==> config.mk <==
export PLATFORM = sky130hd
export DESIGN_NAME = uart_tx_arbiter
export DESIGN_NICKNAME = d
export VERILOG_FILES = /design/src/rtl/uart_tx_arbiter.sv
export SDC_FILE = /design/constraint.sdc
export NUM_CORES = 1
export LEC_CHECK = 0
export CAP_MARGIN = 0
export CORE_UTILIZATION = 25
export DETAILED_ROUTE_END_ITERATION = 12
export SETUP_SLACK_MARGIN = 0.4
export SLEW_MARGIN = 20
export SYNTH_ARGS = -nofsm -noshare
export SYNTH_HDL_FRONTEND = slang
export SYNTH_SLANG_ARGS = --single-unit
==> constraint.sdc <==
create_clock -name clk -period 2.41 [get_ports clk]
set_input_delay 0.6025 -clock clk [delete_from_list [all_inputs] [get_ports clk]]
set_output_delay 0.6025 -clock clk [all_outputs]
set_load 0.01 [all_outputs]
==> src/rtl/uart_tx_arbiter.sv <==
// uart_tx_arbiter: shares one UART transmitter among four byte-stream requesters.
// A requester owns the transmitter for a whole message (up to its req_last byte).
// An owner that leaves its lane empty for 2^HOLD_W-1 LOAD cycles loses ownership.
// Optional feature: define UART_ARB_RR_EN for round-robin arbitration with a rotating
// pointer. Without it, arbitration is fixed priority with requester 0 highest.
module uart_tx_arbiter #(
    parameter int HOLD_W = 10
) (
    input  logic        clk,
    input  logic        reset,
    input  logic [3:0]  req,
    input  logic [31:0] req_data,
    input  logic [3:0]  req_last,
    output logic [3:0]  ack,
    output logic [3:0]  abort,
    output logic [1:0]  owner,
    output logic        busy,
    input  logic        tx_ready,
    output logic        tx_load,
    output logic [7:0]  tx_data
);

    localparam int NUM_REQ = 4;
    localparam logic [HOLD_W-1:0] CNT_MAX = '1;

    // S_BLANK is the first WAIT cycle, where tx_ready may still be stale.
    typedef enum logic [1:0] {S_IDLE, S_LOAD, S_BLANK, S_WAIT} state_t;

    state_t                     state_q, state_d;
    logic [1:0]                 owner_q, owner_d;
    logic [HOLD_W-1:0]          cnt_q, cnt_d;
    logic                       last_q, last_d;
    logic                       tx_load_q, tx_load_d;
    logic [7:0]                 tx_data_q, tx_data_d;
    logic [NUM_REQ-1:0]         ack_q, ack_d;
    logic [NUM_REQ-1:0]         abort_q, abort_d;
    logic [NUM_REQ-1:0][7:0]    lane_data;
    logic [1:0]                 base;
    logic [1:0]                 win;
    logic [HOLD_W-1:0]          cnt_inc;

    assign lane_data = req_data;

`ifdef UART_ARB_RR_EN
    logic [1:0] ptr_q, ptr_d;

    assign base = ptr_q;

    // Rotating priority pointer; moves past the owner when it finishes or times out.
    always_ff @(posedge clk or negedge reset) begin
        if (!reset) ptr_q <= 2'd0;
        else        ptr_q <= ptr_d;
    end
`else
    assign base = 2'd0;
`endif

    // Winner search: first pending requester at or after base, wrapping 3 -> 0.
    always_comb begin
        win = base;
        for (int k = NUM_REQ - 1; k >= 0; k--) begin
            if (req[base + 2'(k)]) win = base + 2'(k);
        end
    end

    // Saturating increment so the stall counter never wraps.
    assign cnt_inc = (cnt_q == CNT_MAX) ? CNT_MAX : cnt_q + 1'b1;

    // Next-state and registered-output logic for the message FSM.
    always_comb begin
        state_d   = state_q;
        owner_d   = owner_q;
        cnt_d     = cnt_q;
        last_d    = last_q;
        tx_load_d = 1'b0;
        tx_data_d = tx_data_q;
        ack_d     = '0;
        abort_d   = '0;
`ifdef UART_ARB_RR_EN
        ptr_d     = ptr_q;
`endif
        case (state_q)
            S_IDLE: begin
                if ((|req) && tx_ready) begin
                    owner_d = win;
                    cnt_d   = '0;
                    state_d = S_LOAD;
                end
            end
            S_LOAD: begin
                if (req[owner_q] && tx_ready) begin
                    tx_load_d      = 1'b1;
                    tx_data_d      = lane_data[owner_q];
                    ack_d[owner_q] = 1'b1;
                    last_d         = req_last[owner_q];
                    state_d        = S_BLANK;
                end else begin
                    cnt_d = cnt_inc;
                    if (cnt_inc == CNT_MAX) begin
                        abort_d[owner_q] = 1'b1;
`ifdef UART_ARB_RR_EN
                        ptr_d = owner_q + 2'd1;
`endif
                        state_d = S_IDLE;
                    end
                end
            end
            S_BLANK: begin
                state_d = S_WAIT;
            end
            S_WAIT: begin
                if (tx_ready) begin
                    if (last_q) begin
`ifdef UART_ARB_RR_EN
                        ptr_d = owner_q + 2'd1;
`endif
                        state_d = S_IDLE;
                    end else begin
                        cnt_d   = '0;
                        state_d = S_LOAD;
                    end
                end
            end
            default: state_d = S_IDLE;
        endcase
    end

    // State and output registers; reset drops any load strobe in flight.
    always_ff @(posedge clk or negedge reset) begin
        if (!reset) begin
            state_q   <= S_IDLE;
            owner_q   <= 2'd0;
            cnt_q     <= '0;
            last_q    <= 1'b0;
            tx_load_q <= 1'b0;
            tx_data_q <= 8'd0;
            ack_q     <= '0;
            abort_q   <= '0;
        end else begin
            state_q   <= state_d;
            owner_q   <= owner_d;
            cnt_q     <= cnt_d;
            last_q    <= last_d;
            tx_load_q <= tx_load_d;
            tx_data_q <= tx_data_d;
            ack_q     <= ack_d;
            abort_q   <= abort_d;
        end
    end

    assign busy    = (state_q != S_IDLE);
    assign owner   = owner_q;
    assign tx_load = tx_load_q;
    assign tx_data = tx_data_q;
    assign ack     = ack_q;
    assign abort   = abort_q;

endmodule

Word-level counts from Yosys, hierarchy flattened
Index checks and enable logic that the tools add are counted.
{ "word_totals": {"output_inout_bits": 20, "word_cells": 63, "input_bits": 43, "register_bits": 32} }
{ "op_classes": {"order_cmp": 2, "add_sub_neg": 1, "n_reduce_logical": 11, "n_eq_ne": 10, "mux": 31} }
{ "ops": {"columns": ["cell", "n"], "rows": [
  ["$mux W10", 5],
  ["$pmux W10 S3", 1],
  ["$eq A10 B10 Y1 const B", 2],
  ["$mux W4", 5],
  ["$bmux W8 S2", 1],
  ["$mux W2", 8],
  ["$add A10 B1 Y10 const B", 1],
  ["$mux W8", 1],
  ["$ne A2 B2 Y1 const B", 4],
  ["$pmux W2 S4", 1],
  ["$mux W1", 6],
  ["$reduce_and A5 Y1", 1],
  ["$bmux W1 S2", 2],
  ["$eq A2 B2 Y1 const B", 2],
  ["$reduce_and A2 Y1", 2],
  ["$reduce_or A4 Y1", 1],
  ["$logic_and A1 B1 Y1", 3],
  ["$lt A2 B3 Y1 const B", 1],
  ["$ne A3 B3 Y1 const B", 1],
  ["$reduce_and A3 Y1", 1],
  ["$reduce_bool A3 Y1", 1],
  ["$demux W1 S2", 1],
  ["$eq A2 B1 Y1 const B", 1],
  ["$ge A2 B1 Y1 const B", 1],
  ["other kinds (2)", 2]
]} }

Depth between registers and ports, before layout
{ "logic_depth": {"depth_word": 7, "mapped_depth": 7, "ltp_nobuf": 5} }

Worst setup path after synthesis
Ideal clock, no wire load.
{ "synth_path": {"path_kind": "input-to-reg", "start": "input port req[2]", "end": "register cnt_q[0]", "path_buffers": 2, "arrival_ns": 1.870, "stages": 6, "path_slack_ns": 0.415, "required_ns": 2.285, "path_cell_list": "nor4_1 o32a_1 buf_6 and2_4 buf_6 mux2_4"} }
{ "synth_via": {"elab_chain_len": 5} }
{ "synth_lines": {"columns": ["item", "line", "rtl"], "rows": [
  ["start, declared", "11", "input logic [3:0] req,"],
  ["$bmux W1 S2", "91", "if (req[owner_q] && tx_ready) begin"],
  ["$mux W1 (implied by the code)", "91", null],
  ["$logic_and A1 B1 Y1", "91", null],
  ["$ne A2 B2 Y1 (no line)", null, null],
  ["$reduce_and A5 Y1 (no line) (*)", null, null],
  ["end signal, assigned", "142", "cnt_q <= cnt_d;"],
  ["end, declared", "31", "logic [HOLD_W-1:0] cnt_q, cnt_d;"]
]} }
Every way passes the cells marked *; elsewhere a longest branch is shown, timed or not. The select of a mux whose other input is x is not followed.
A chain may end at the register's enable or synchronous reset.

==> reports/metrics.cfg <==
[worst_setup_path]
arrival_ps=1320
start_kind=flop
crit_fanout=4
cp.required_ps=1810
path_class=reg -> out
cp-end-kind=output port

[hold_path]
hold_class=reg -> reg

[placed_design]
place_area_mm2=0.00261
dp_slack_ps=19.5
place_congestion=0.831
dp.cells=328
numPortBuffers=62
dp_hpwl_um=3380

[sta]
fmax_mhz=519
fin_crit_ps=1930
worst_slack_ps=483
worstMarginPinSlew_ps=558
maxSlewHeadroom_pct=62.8
clock_skew_ps=7.89
fin_crit_sh_pct=80.0
hold_viol_final=0
rsz0062_at_grt=false
final.setup.tns_ps=0
maxSlewViolCount=0
setup_viol_count_final=0

[final_layout]
drive_gt1_share_pct=19.0
fin_cells=341
area_delta_synth_final_pct=49.7
n_fill_cell=722
final_nets=285
seq_area_um2=805
multi_input_area_um2=1000
n_antenna_cell=0
final_cell_area_mm2=0.00280

[route]
detailroute.via_count=1668
firstDrtPassIters=4
viasPerCell=4.89
antenna_left=0
finalWirelength_um=4570
wl_per_cell_um=13.4
drtIter0Drc=200
drc=0

[power]
clkPwrFrac_pct=19.0
p_leak_nw=1.13
switching_share_pct=35.1
power.density_mw_per_mm2=973
fin_total_pwr_mw=2.73
pwr-share-comb_pct=51.2
p_switching_mw=0.958
seqPwrFrac_pct=29.7
internal_power_mw=1.77
peakVddDrop_mv=0.478

[synthesis]
synth_edf_count=0
seq_area_frac_synth_pct=42.8
yosysWarnings=0
netlist_instances=170
async_flop_share_pct=100
netlist_area_mm2=0.00187
syn_area_per_cell_um2=11.0
synthSimpleGateAreaFrac_pct=17.0
synthXorXnorAreaFrac_pct=0
synth_top_family_by_area=multiplexers
ys_seq_elements=32
syn-num-nets=214
synth_mux_area_share_pct=18.1
synthDistinctLibCells=46
synth_compound_area_share_pct=15.9
synthAdderAreaFrac_pct=0.668
synth_flop_cell=dfrtp_1

[global_routing]
grt_max_degree=33
overflow=0
grt_pass1_vias=1579
antenna_found_initial=0
grt_use_total_pct=13.0
grt_pass1_wl_um=7810

[clocking]
path_clk_slew_ps=70
cts_buffer_depth=2
numCtsBuffers=5
insertion_delay_ps=290
cts-htree-levels=2
cts_tree=built
cts_root_buf=clkbuf_8
cts_sinks=32

[floorplanning]
start_util_pct=25.8
core_area_mm2=0.00725
die_h_um=88.6
ios=63
dieArea_mm2=0.00784
die_w_um=88.6
rows=31

[status]
outcome=finished, final reports clean

[flow_run]
cap_violations=0

-- cell usage in the layout (no fill, tap or decap), types with 2 or more instances in the layout --
cell type | netlist | routed
clkdlybuf4s50_1 | 0 | 56
dfrtp_1 | 32 | 29
buf_4 | 0 | 12
nand2_1 | 11 | 11
nor2_1 | 10 | 10
mux4_2 | 9 | 9
mux2_1 | 9 | 9
o22a_1 | 9 | 9
inv_1 | 7 | 7
a31oi_1 | 7 | 7
nand3_1 | 6 | 6
a21oi_1 | 6 | 6
nand2b_1 | 5 | 5
nor3_1 | 5 | 5
clkbuf_8 | 0 | 5
dlymetal6s2s_1 | 0 | 4
nor2b_1 | 3 | 3
nand4_1 | 3 | 3
a22oi_1 | 3 | 3
dfrtp_2 | 0 | 3
mux2i_2 | 0 | 2
o22ai_1 | 2 | 2
a211oi_1 | 2 | 2
or2_2 | 2 | 2
a21boi_0 | 2 | 2
o31a_1 | 2 | 2
dlygate4sd2_1 | 0 | 2
-- worst max-delay path, cell delays in order (launching register included) --
cell and delay, ps:
dfrtp_2 420, or2_2 320, dlygate4sd2_1 300
-- logic make-up (layout without fill, tap and decap cells) --
group | count (synthesis) | count (layout)
multiplexers | 21 | 21
AO/OA/AOI/OAI | 41 | 41
buffers and inverters | 18 | 90
adder cells (fa/ha/maj) | 1 | 1
AND/OR/NAND/NOR | 57 | 57
flip-flops | 32 | 32
-- layout make-up --
class,instances,share of cell area (%)
Timing Repair Buffer,75,26.3
Sequential cell,32,28.7
Clock inverter,3,1.52
Tap cell,99,4.42
Clock buffer,5,2.45
Inverter,7,0.937
Multi-Input combinational cell,120,35.7
-- timing repair --
item | 4_1_cts | 5_1_grt
endpoints found under the hold margin | 0 | 0
pin swaps | 0 | 2
setup buffers | 1 | 4
gates cloned | 0 | 0
setup endpoints to repair | 9 | 24
hold buffers | 0 | 0
gates resized for setup | 6 | 9
-- flip-flops by register name (all words and copies together) (netlist names), named ones only --
name / count
ack: 4
owner: 2
state_q: 1
abort: 4
cnt_q: 10
tx_data: 8
tx_load: 1
last_q: 1
-- power by group through the flow --
stage	sequential [mW]	clock, mW	combinational [mW]
6_report	0.811	0.519	1.40
3_3_place_gp	0.852	0	1.29
2_1_floorplan	0.824	0	0.855
3_5_place_dp	0.855	0	1.29
4_1_cts	0.842	0.535	1.32
5_1_grt	0.833	0.562	1.53
-- synth_stat cells (2+ instances only) --
library cell,number,area share (%)
a31oi_1,7,2.3
dfrtp_1,32,43
nor3_1,5,1.3
mux4_2,9,11
a21boi_0,2,0.80
buf_2,5,1.3
nand2_1,11,2.2
a211oi_1,2,0.80
buf_6,4,2.4
nor2_1,10,2.0
clkbuf_1,2,0.40
nand3_1,6,1.6
mux2_1,9,5.4
o22ai_1,2,0.67
mux2i_1,2,1.1
inv_1,7,1.4
o22a_1,9,4.2
nand2b_1,5,1.7
nand4_1,3,1.0
a21oi_1,6,1.6
o31a_1,2,0.94
a22oi_1,3,1.2
nor2b_1,3,1.0
or2_2,2,0.67
-- path summary, 6_finish.rpt --
check                           start    endpoint  slack [ps]  depth (start not counted)
setup / recovery                 flop        busy         480                          2
hold / removal             tx_data[7]  tx_data[7]         490                          1
setup reg to reg             cnt_q[2]    cnt_q[9]         500                          4
hold reg to reg            tx_data[7]  tx_data[7]         490                          1
max in group asynchronous       reset    owner[0]        1380                          2
min in group asynchronous       reset    abort[2]         710                          2
-- per-layer routing --
| layer | vias up | GRT usage, % | share of wire [%] |
|---|---|---|---|
| li1 | 787 | - | - |
| met1 | 805 | 17.2 | 45 |
| met2 | 71 | 21.3 | 47 |
| met3 | 5 | 2.99 | 6.1 |
| met4 | 0 | 3.52 | 1.5 |
| met5 | - | 0 | 0 |
-- metrics by stage --
| stage | utilization, % | hold WS (ps) |
|---|---|---|
| finish | 38.7 | 492 |
| detailed placement | 36.0 | 483 |
| CTS | 37.8 | 497 |
| global route | 38.7 | 530 |
| floorplan | - | 307 |
| global placement | 36.0 | 476 |
(Power assumes the default switching activity.)
